<file path="config.mk">
export PLATFORM = sky130hd
export DESIGN_NAME = capture_trigger
export DESIGN_NICKNAME = d
export VERILOG_FILES = /design/src/rtl/capture_trigger.sv
export SDC_FILE = /design/constraint.sdc
export NUM_CORES = 1
export LEC_CHECK = 0
export CAP_MARGIN = 0
export CORE_UTILIZATION = 36
export CTS_CLUSTER_DIAMETER = 60
export CTS_CLUSTER_SIZE = 28
export DETAILED_ROUTE_END_ITERATION = 12
export HOLD_SLACK_MARGIN = 0.15
export PLACE_DENSITY = 0.56
export SLEW_MARGIN = 20
export SYNTH_ARGS = -nofsm -noshare
export SYNTH_HDL_FRONTEND = slang
export SYNTH_SLANG_ARGS = --single-unit
export TNS_END_PERCENT = 1
</file>
<file path="constraint.sdc">
create_clock -name clk -period 2.8 [get_ports clk]
set_input_delay 0.56 -clock clk [delete_from_list [all_inputs] [get_ports clk]]
set_output_delay 0.56 -clock clk [all_outputs]
set_load 0.005 [all_outputs]
</file>
<file path="src/rtl/capture_trigger.sv">
// capture_trigger: edge-triggered logic-analyzer capture engine.
// Once armed it samples the four channels at a programmable rate. It waits for
// the selected edge on the trigger channel, then streams DEPTH samples to the
// sample store as single-cycle registered writes.
module capture_trigger #(
   parameter int DEPTH = 800,
   parameter int DIV_W = 16
) (
   input  logic             clk,
   input  logic             rst,
   input  logic [3:0]       ch_in,
   input  logic             arm,
   input  logic             abort,
   input  logic [1:0]       trig_ch,
   input  logic             trig_edge,
   input  logic [DIV_W-1:0] rate_div,
   output logic             wr_en,
   output logic [9:0]       wr_addr,
   output logic [3:0]       wr_data,
   output logic             busy,
   output logic             done
);

   typedef enum logic [1:0] {
      IDLE    = 2'd0,
      ARMED   = 2'd1,
      CAPTURE = 2'd2,
      DONE    = 2'd3
   } state_t;

   // The index is one bit wider than the address, so it can reach DEPTH.
   // That value marks the frame as fully sampled.
   localparam logic [10:0] DEPTH_IDX = 11'(DEPTH);
   localparam logic [9:0]  LAST_ADDR = 10'(DEPTH - 1);

   state_t           state, state_nxt;
   logic [DIV_W-1:0] rate_q;       // sample period captured at arm
   logic [1:0]       trig_ch_q;    // trigger channel captured at arm
   logic             rise_q;       // 1 = rising-edge trigger, captured at arm
   logic [DIV_W-1:0] pre_cnt;      // prescaler, 0..rate_q
   logic             prev;         // trigger channel value at the previous tick
   logic             first_tick;   // next tick only seeds prev
   logic [10:0]      sample_idx;   // index of the next sample to write

   logic running;
   logic tick;
   logic arm_ok;
   logic trig_bit;
   logic edge_seen;
   logic trig_hit;
   logic capture;
   logic last_write;

   // Decode ticks, trigger detection and capture qualification.
   always_comb begin
      running    = (state == ARMED) || (state == CAPTURE);
      tick       = running && (pre_cnt == rate_q);
      arm_ok     = arm && !abort && ((state == IDLE) || (state == DONE));
      trig_bit   = ch_in[trig_ch_q];
      edge_seen  = rise_q ? (!prev && trig_bit) : (prev && !trig_bit);
      trig_hit   = (state == ARMED) && tick && !first_tick && edge_seen;
      // An abort on the same cycle suppresses the write that would follow.
      capture    = !abort &&
                   (trig_hit || ((state == CAPTURE) && tick && (sample_idx != DEPTH_IDX)));
      // The final write is on the bus now, so done rises on the next cycle.
      last_write = (state == CAPTURE) && wr_en && (wr_addr == LAST_ADDR);
   end

   // State register.
   always_ff @(posedge clk) begin
      if (rst) begin
         state <= IDLE;
      end else begin
         state <= state_nxt;
      end
   end

   // Next-state logic. Abort overrides every other transition.
   always_comb begin
      // NOTE: assigning a default first means every path drives state_nxt, so no latch is inferred.
      state_nxt = state;
      case (state)
         IDLE:    if (arm_ok)     state_nxt = ARMED;
         ARMED:   if (trig_hit)   state_nxt = CAPTURE;
         CAPTURE: if (last_write) state_nxt = DONE;
         DONE:    if (arm_ok)     state_nxt = ARMED;
         default:                 state_nxt = IDLE;
      endcase
      if (abort) begin
         state_nxt = IDLE;
      end
   end

   // Status outputs are decoded straight from the state.
   always_comb begin
      busy = (state == ARMED) || (state == CAPTURE);
      done = (state == DONE);
   end

   // Prescaler, latched configuration, trigger history and write port.
   always_ff @(posedge clk) begin
      // NOTE: sequential state uses non-blocking assignments, so every register samples pre-edge values.
      if (rst) begin
         rate_q     <= '0;
         trig_ch_q  <= '0;
         rise_q     <= 1'b0;
         pre_cnt    <= '0;
         prev       <= 1'b0;
         first_tick <= 1'b0;
         sample_idx <= '0;
         wr_en      <= 1'b0;
         wr_addr    <= '0;
         wr_data    <= '0;
      end else begin
         // The prescaler runs only while the engine stays in ARMED or CAPTURE.
         // At all other times it is held at zero.
         if (running && ((state_nxt == ARMED) || (state_nxt == CAPTURE))) begin
            pre_cnt <= tick ? '0 : pre_cnt + DIV_W'(1);
         end else begin
            pre_cnt <= '0;
         end

         // Configuration is frozen at arm. Later input changes are ignored.
         if (arm_ok) begin
            rate_q     <= rate_div;
            trig_ch_q  <= trig_ch;
            rise_q     <= trig_edge;
            first_tick <= 1'b1;
            sample_idx <= '0;
         end

         // Every ARMED tick refreshes the trigger history.
         if ((state == ARMED) && tick && !abort) begin
            prev       <= trig_bit;
            first_tick <= 1'b0;
         end

         // Registered single-cycle write. The address holds between writes.
         wr_en <= capture;
         if (capture) begin
            wr_addr    <= sample_idx[9:0];
            wr_data    <= ch_in;
            sample_idx <= sample_idx + 11'd1;
         end
      end
   end

endmodule

</file>
==> results.toml <==
[power]
p_switching_mw = 0.462
power_mw = 1.94
p_comb_share_pct = 8.1
p_per_area_nw_per_um2 = 495
max-vdd-ir-drop_mv = 0.242
pwr-share-clk_pct = 42.7
power_switching_share_pct = 23.9
pwr-share-seq_pct = 49.1
p_int_mw = 1.47
leakagePower_nw = 1.49

[critical_path]
crit_arrival_ns = 2.82
cp_slowest_cell = "mux4_2"
cp_cell_sequence = "clkdlybuf4s50_1 > mux4_2 > mux2_4 > a311o_1 > a211o_4 > a21oi_1"
path_delay_family = "compound AO/OA/AOI/OAI gates"
path_max_fanout = 16
ff2ff_path_depth = 8
path_class = "input pin to register"
required_ns = 3.06
cp.depth = 6
start_kind = "input pin"
crit_buf_inv = 1
endpoint_kind = "register"
cpPeakStageDelay_ns = 0.53

[grt]
grt_max_degree = 29
met3_usage_pct = 3.00
grt_overflow = 0
use_met2_pct = 24.9
gr-max-usage-layer = "met1"
use_met1_pct = 25.8
grt_pass1_wl_microns = 12200
grt_pass1_vias = 2407
grt_usage_pct = 17.4
antenna_found_initial = 0

[synthesis]
ys_warn_count = 0
ys_seq_area_share_pct = 41.0
synthCells = 369
avgSynthCellArea_sq_um = 8.59
ys_ff_latch = 65
synth_edf_count = 0
synthesis.nets = 404
syn-cell-area_sq_um = 3170
ys_types = 48
synth_async_sr_flop_share_pct = 0
synth_area_leaders = "dfxtp_1 (41%), nand2_1 (8.1%), xnor2_1 (5.8%)"
yosys.area.top_type = "dfxtp_1"
ys.flop_type = "dfxtp_1"
netlist.area_leader.share_pct = 41.0

[finish]
layout.cells.non_filler = 521
drive_gt1_share_pct = 10.8
area.growth.synth_to_final_pct = 23.3
final_nets = 446
fill_cells = 863
layout_common_cells = "nand2_1 (68), dfxtp_1 (65), clkdlybuf4s50_1 (42)"
diodes = 0
final_common_cell = "nand2_1"

[job]
drv_cap = 0

[cts]
post_cts_buffers = 0
clockBufferDepth = 2
post_cts_resized = 0
clk_pin_slew_ns = 0.07
cts_tree = "built"
h-tree-depth = 3
postCtsHoldBufs = 0
clock_latency_ns = 0.34
numCtsBuffers = 9
cts_sinks = 65
cts_root_buf = "clkbuf_8"

[timing]
fin_hold_ws_ns = 0.469
slew_headroom_pct = 60.5
worstMarginPinSlew_ns = 0.593
final_max_slew_viol_count = 0
finalCritPeriodShare_pct = 91.5
fin_skew_ns = 0.0124
setup_viol = 0
fin_ws_ns = 0.238
finalHoldViolCount = 0
fin_crit_ns = 2.56
fmax_mhz = 390
rsz0062_at_grt = "false"

[floorplanning]
dieArea_sq_um = 9190
floorplan.initialDensity_pct = 37.8
fp.dieW_microns = 95.8
rows = 33
core_sq_um = 8380
io_pins = 44
die_height_microns = 95.8

[hold_path]
min_path_type = "register to register"
holdPathStages = 2

[placement]
dp_hpwl_microns = 5070
place.gp.congestion = 0.770
pre_cts_ws_ns = -0.112
dp.cells = 505
port_buffers = 43

[routing]
via_count = 2635
via_per_inst = 5.06
wl_per_cell_microns = 14.1
totalWireLength_microns = 7350
drc_errors = 0
drt_iter0_markers = 115
ant_nets = 0
dr.pass1.iters = 4

[outcome]
status = "finished clean"
==> synthesized netlist by cell type (2+ instances only) <==
cell type and instances:
nand3_1 17, xor2_1 9, nand2_1 68, nor3_1 3, a21o_1 6, buf_2 3
buf_4 2, inv_1 8, or3_1 4, xnor2_1 21, and2_1 2, a21oi_2 10
dfxtp_1 65, nor4bb_1 2, nor2_1 31, clkbuf_1 11, nor4b_1 2, nand4_1 8
nand2b_1 4, a211oi_1 2, or2_2 4, or3b_2 2, and3_1 3, nand4b_1 2
a21oi_1 35, ha_1 8, mux2i_1 16
==> registers in the layout, summed over array words and instances (netlist names) <==
signal and count:
pre_cnt 16, rate_q 16, sample_idx 11, wr_addr 10
wr_data 4, state 2, trig_ch_q 2, first_tick 1
prev 1, rise_q 1, wr_en 1
==> per-layer routing <==
layer  part of all wire [%]  up-vias
met5                      0        -
met4                    1.4        0
met3                    3.7       10
met2                     41       52
met1                     54     1223
li1                       -     1350
==> cells by family after synthesis <==
logic type	after synthesis	synth area share [%]
fa+ha+maj	8	3.16
simple gates	158	24.2
compound gates	64	13.4
xor+xnor	30	8.29
buf+inv	26	3.67
flops	65	41.0
mux	18	6.23
==> worst reg2reg max path, stage by stage, from the launching register on <==
cell,delay [ns]
dfxtp_1,0.36
inv_1,0.11
ha_1,0.22
nor4bb_1,0.29
mux2_4,0.21
a21oi_1,0.04
nand4bb_2,0.28
or4_1,0.53
a211oi_1,0.22
==> metrics by stage <==
| stage | TNS, ns | utilization, % | area (sq um) |
|---|---|---|---|
| finish | 0 | 46.6 | 3910 |
| global route | 0 | 46.6 | 3910 |
| CTS | 0 | 46.6 | 3910 |
| detailed placement | -2.83 | 44.2 | 3700 |
| global placement | -1.68 | 44.2 | 3700 |
| floorplan | 0 | - | 3170 |
==> power by group through the flow <==
stage          combinational [mW]  sequential (mW)  clock, mW
5_1_grt                     0.173            0.952      0.891
2_1_floorplan              0.0914            0.969          0
3_5_place_dp                0.157            0.973          0
3_3_place_gp                0.157            0.972          0
6_report                    0.157            0.951      0.827
4_1_cts                     0.158            0.951      0.851
==> worst paths after layout <==
| path | start | end | slack [ns] |
|---|---|---|---|
| min | rate_q[2]$_SDFFE_PP0P_ | rate_q[2]$_SDFFE_PP0P_ | 0.47 |
| min reg2reg | rate_q[2]$_SDFFE_PP0P_ | rate_q[2]$_SDFFE_PP0P_ | 0.47 |
| max | ch_in[3] | pre_cnt[3]$_SDFF_PP0_ | 0.24 |
| max reg2reg | state[1]$_SDFF_PP0_ | sample_idx[8]$_SDFFE_PP0P_ | 0.47 |
==> cell type report <==
| type | count | area [sq um] | share of cell area, % |
|---|---|---|---|
| Multi-Input combinational cell | 278 | 1760 | 45.0 |
| Sequential cell | 65 | 1300 | 33.3 |
| Timing Repair Buffer | 49 | 483 | 12.4 |
| Clock buffer | 12 | 155 | 3.97 |
| Tap cell | 105 | 131 | 3.36 |
| Clock inverter | 4 | 51.3 | 1.31 |
| Inverter | 8 | 30.0 | 0.768 |
(Power assumes the default switching activity.)
==> RTL edit: new RTL, same settings <==
Register the output `wr_addr` once more, cleared by the reset; this adds one clock of latency there. The other outputs are not delayed to match.
--- a/src/rtl/capture_trigger.sv
+++ b/src/rtl/capture_trigger.sv
@@ -33,6 +33,8 @@
    localparam logic [10:0] DEPTH_IDX = 11'(DEPTH);
    localparam logic [9:0]  LAST_ADDR = 10'(DEPTH - 1);
 
+   logic [9:0] wr_addr_s0;
+
    state_t           state, state_nxt;
    logic [DIV_W-1:0] rate_q;       // sample period captured at arm
    logic [1:0]       trig_ch_q;    // trigger channel captured at arm
@@ -63,7 +65,7 @@
       capture    = !abort &&
                    (trig_hit || ((state == CAPTURE) && tick && (sample_idx != DEPTH_IDX)));
       // The final write is on the bus now, so done rises on the next cycle.
-      last_write = (state == CAPTURE) && wr_en && (wr_addr == LAST_ADDR);
+      last_write = (state == CAPTURE) && wr_en && (wr_addr_s0 == LAST_ADDR);
    end
 
    // State register.
@@ -109,7 +111,7 @@
          first_tick <= 1'b0;
          sample_idx <= '0;
          wr_en      <= 1'b0;
-         wr_addr    <= '0;
+         wr_addr_s0 <= '0;
          wr_data    <= '0;
       end else begin
          // The prescaler runs only while the engine stays in ARMED or CAPTURE.
@@ -138,12 +140,20 @@
          // Registered single-cycle write. The address holds between writes.
          wr_en <= capture;
          if (capture) begin
-            wr_addr    <= sample_idx[9:0];
+            wr_addr_s0 <= sample_idx[9:0];
             wr_data    <= ch_in;
             sample_idx <= sample_idx + 11'd1;
          end
       end
    end
 
+   always_ff @(posedge clk) begin
+      if (rst) begin
+         wr_addr <= '0;
+      end else begin
+         wr_addr <= wr_addr_s0;
+      end
+   end
+
 endmodule
 
Check against the original RTL: not equivalent (Yosys sat finds a counterexample within 10 cycles, from zero or initial values and one cycle with rst high).
==> RTL edit against the unedited design <==
The run now ends with DRC left. Power fell by 0.41%. Worst setup slack improved by 0.12 ns. Worst hold slack gained 0.0050 ns. Sequential share of layout area rose by 4.2 points. Via count fell by 0.49%. Routed wire length decreased by 4.0%. Cell area increased by 2.5%. Die area is 4.4% higher. Sequential cell count rose by 10. Synthesized area up 4.5%. Register-to-register slack gained 0.02 ns. Highest routed layer unchanged.
==> RTL edit: results (changes against the unedited design) <==
stage,metric,value,unit,change
synth,adder-cell share of the synthesized area,3.02,%,-0.14 points
cells_and_area,fraction of final layout cells sized beyond drive strength 1,6.97,%,-3.8 points
run_status,status,"complete, but fails checks",,
placed_design,placed cell areas,3850,µm²,+4.1%
critical_path,Critical Path AT,1.88,ns,-0.94 ns
synth,complex-gate fraction of the synthesized area,9.14,%,-4.3 points
critical_path,cell depth of the worst flop-to-flop path,9,,+1
timing,setup slack after layout,0.361,ns,+0.123 ns
power,Pwr Total,1.93,mW,-0.41%
placed_design,pre-CTS setup slack,0.144,ns,+0.256 ns
cells_and_area,area share of buffers outside the clock network,12.6,%,+0.26 points
global_routing,GR met2 Demand/Resource,24.4,%,-0.51 points
global_routing,global routing met3 resource utilization,3.15,%,+0.15 points
critical_path,slowest cell on the critical path,clkdlybuf4s50_1,,
floorplan,area inside the core boundary,8810,µm²,+5.1%
cells_and_area,non-filler cells in the finished layout,524,,+0.58%
synth,Yosys cell types,49,,+2.1%
detailed_routing,met3 layer wire length in the routed design,250,µm,-7.4%
critical_path,endpoint of the worst register-to-register path,sample_idx[7],,
synth,post-synthesis mux area share,5.81,%,-0.42 points
power,power in combinational cells,0.138,mW,-12%
timing,clock tree skew after final layout,0.00349,ns,-0.00888 ns
synth,xor and xnor area share after synthesis,8.46,%,+0.17 points
power,Leak Pwr,1.52,nW,+2.4%
cells_and_area,share of cell area taken by multi-input logic gates,41.9,%,-3.0 points
synth,post-synthesis average cell area,8.96,µm²,+4.3%
placed_design,Final GP Congestion,0.761,,-1.1%
run_status,failing checks,DRC,,
detailed_routing,post-DR vias/cell,5.00,,-1.1%
placed_design,Post-DP HPWL,5120,µm,+1.0%
critical_path,register-to-register setup slack,0.49,ns,+0.02 ns
detailed_routing,drt initial violations,113,,-1.7%
critical_path,largest driver fanout on the critical path,6,,-10
critical_path,"slowest stage delay, CP",0.51,ns,-0.02 ns
critical_path,critical path capture point,busy,,
detailed_routing,routed length on met1,3590,µm,-9.7%
cells_and_area,register area,1500,µm²,+15%
critical_path,Setup crit start,state[0],,
synth,net count after synthesis,405,,+0.25%
cells_and_area,Repair and plain buffers,52,,+6.1%
detailed_routing,first-pass iteration count of the detailed router,9,,+5
timing,worst-margin pin slew,0.597,ns,+0.00459 ns
power,P_int,1.50,mW,+1.9%
global_routing,global-route wire length before repair,12100,µm,-0.91%
detailed_routing,DRC violation count after routing,3,,+3
cells_and_area,layout multi-input combinational cell count,269,,-3.2%
detailed_routing,total length of routed wires,7060,µm,-4.0%
cells_and_area,FFs & Latches,75,,+15%
power,maximum vdd ir drop,205,µV,-16%
global_routing,number of global-route vias before repair,2463,,+2.3%
global_routing,met1 global-route usage,21.6,%,-4.2 points
synth,top post-synthesis cells by count,"75 x dfxtp_1, 53 x nand2_1, 29 x a21oi_1, 29 x nor2_1, 23 x xnor2_1",,
-- RTL edit: cell types whose count changed after synthesis, moves of 6 or more --
cell / unedited run / this run
nand2_1: 68 / 53
nor3_1: 3 / 16
a21oi_2: 10 / 0
dfxtp_1: 65 / 75
nor2b_1: 0 / 10
a21oi_1: 35 / 29
-- RTL edit: how the worst min path moves through the flow --
stage	slack, ns	from	depth (start not counted)	endpoint
2_1_floorplan	0.44	sample_idx[10]	2	sample_idx[10]
3_3_place_gp	0.45	sample_idx[10]	2	sample_idx[10]
3_5_place_dp	0.47	rate_q[9]	2	rate_q[9]
4_1_cts	0.47	rate_q[9]	2	rate_q[9]
5_1_grt	0.49	rate_q[2]	2	rate_q[2]
6_report	0.47	rate_q[13]	2	rate_q[13]
-- RTL edit: worst reg2reg max path, stage by stage, from the launching register on --
cell and delay, ns:
dfxtp_1 0.36, inv_1 0.10, ha_1 0.18, or4b_1 0.44, o41ai_1 0.31, nand2_1 0.14, nand3_2 0.17, buf_4 0.20
nand2_1 0.08, a311oi_1 0.25
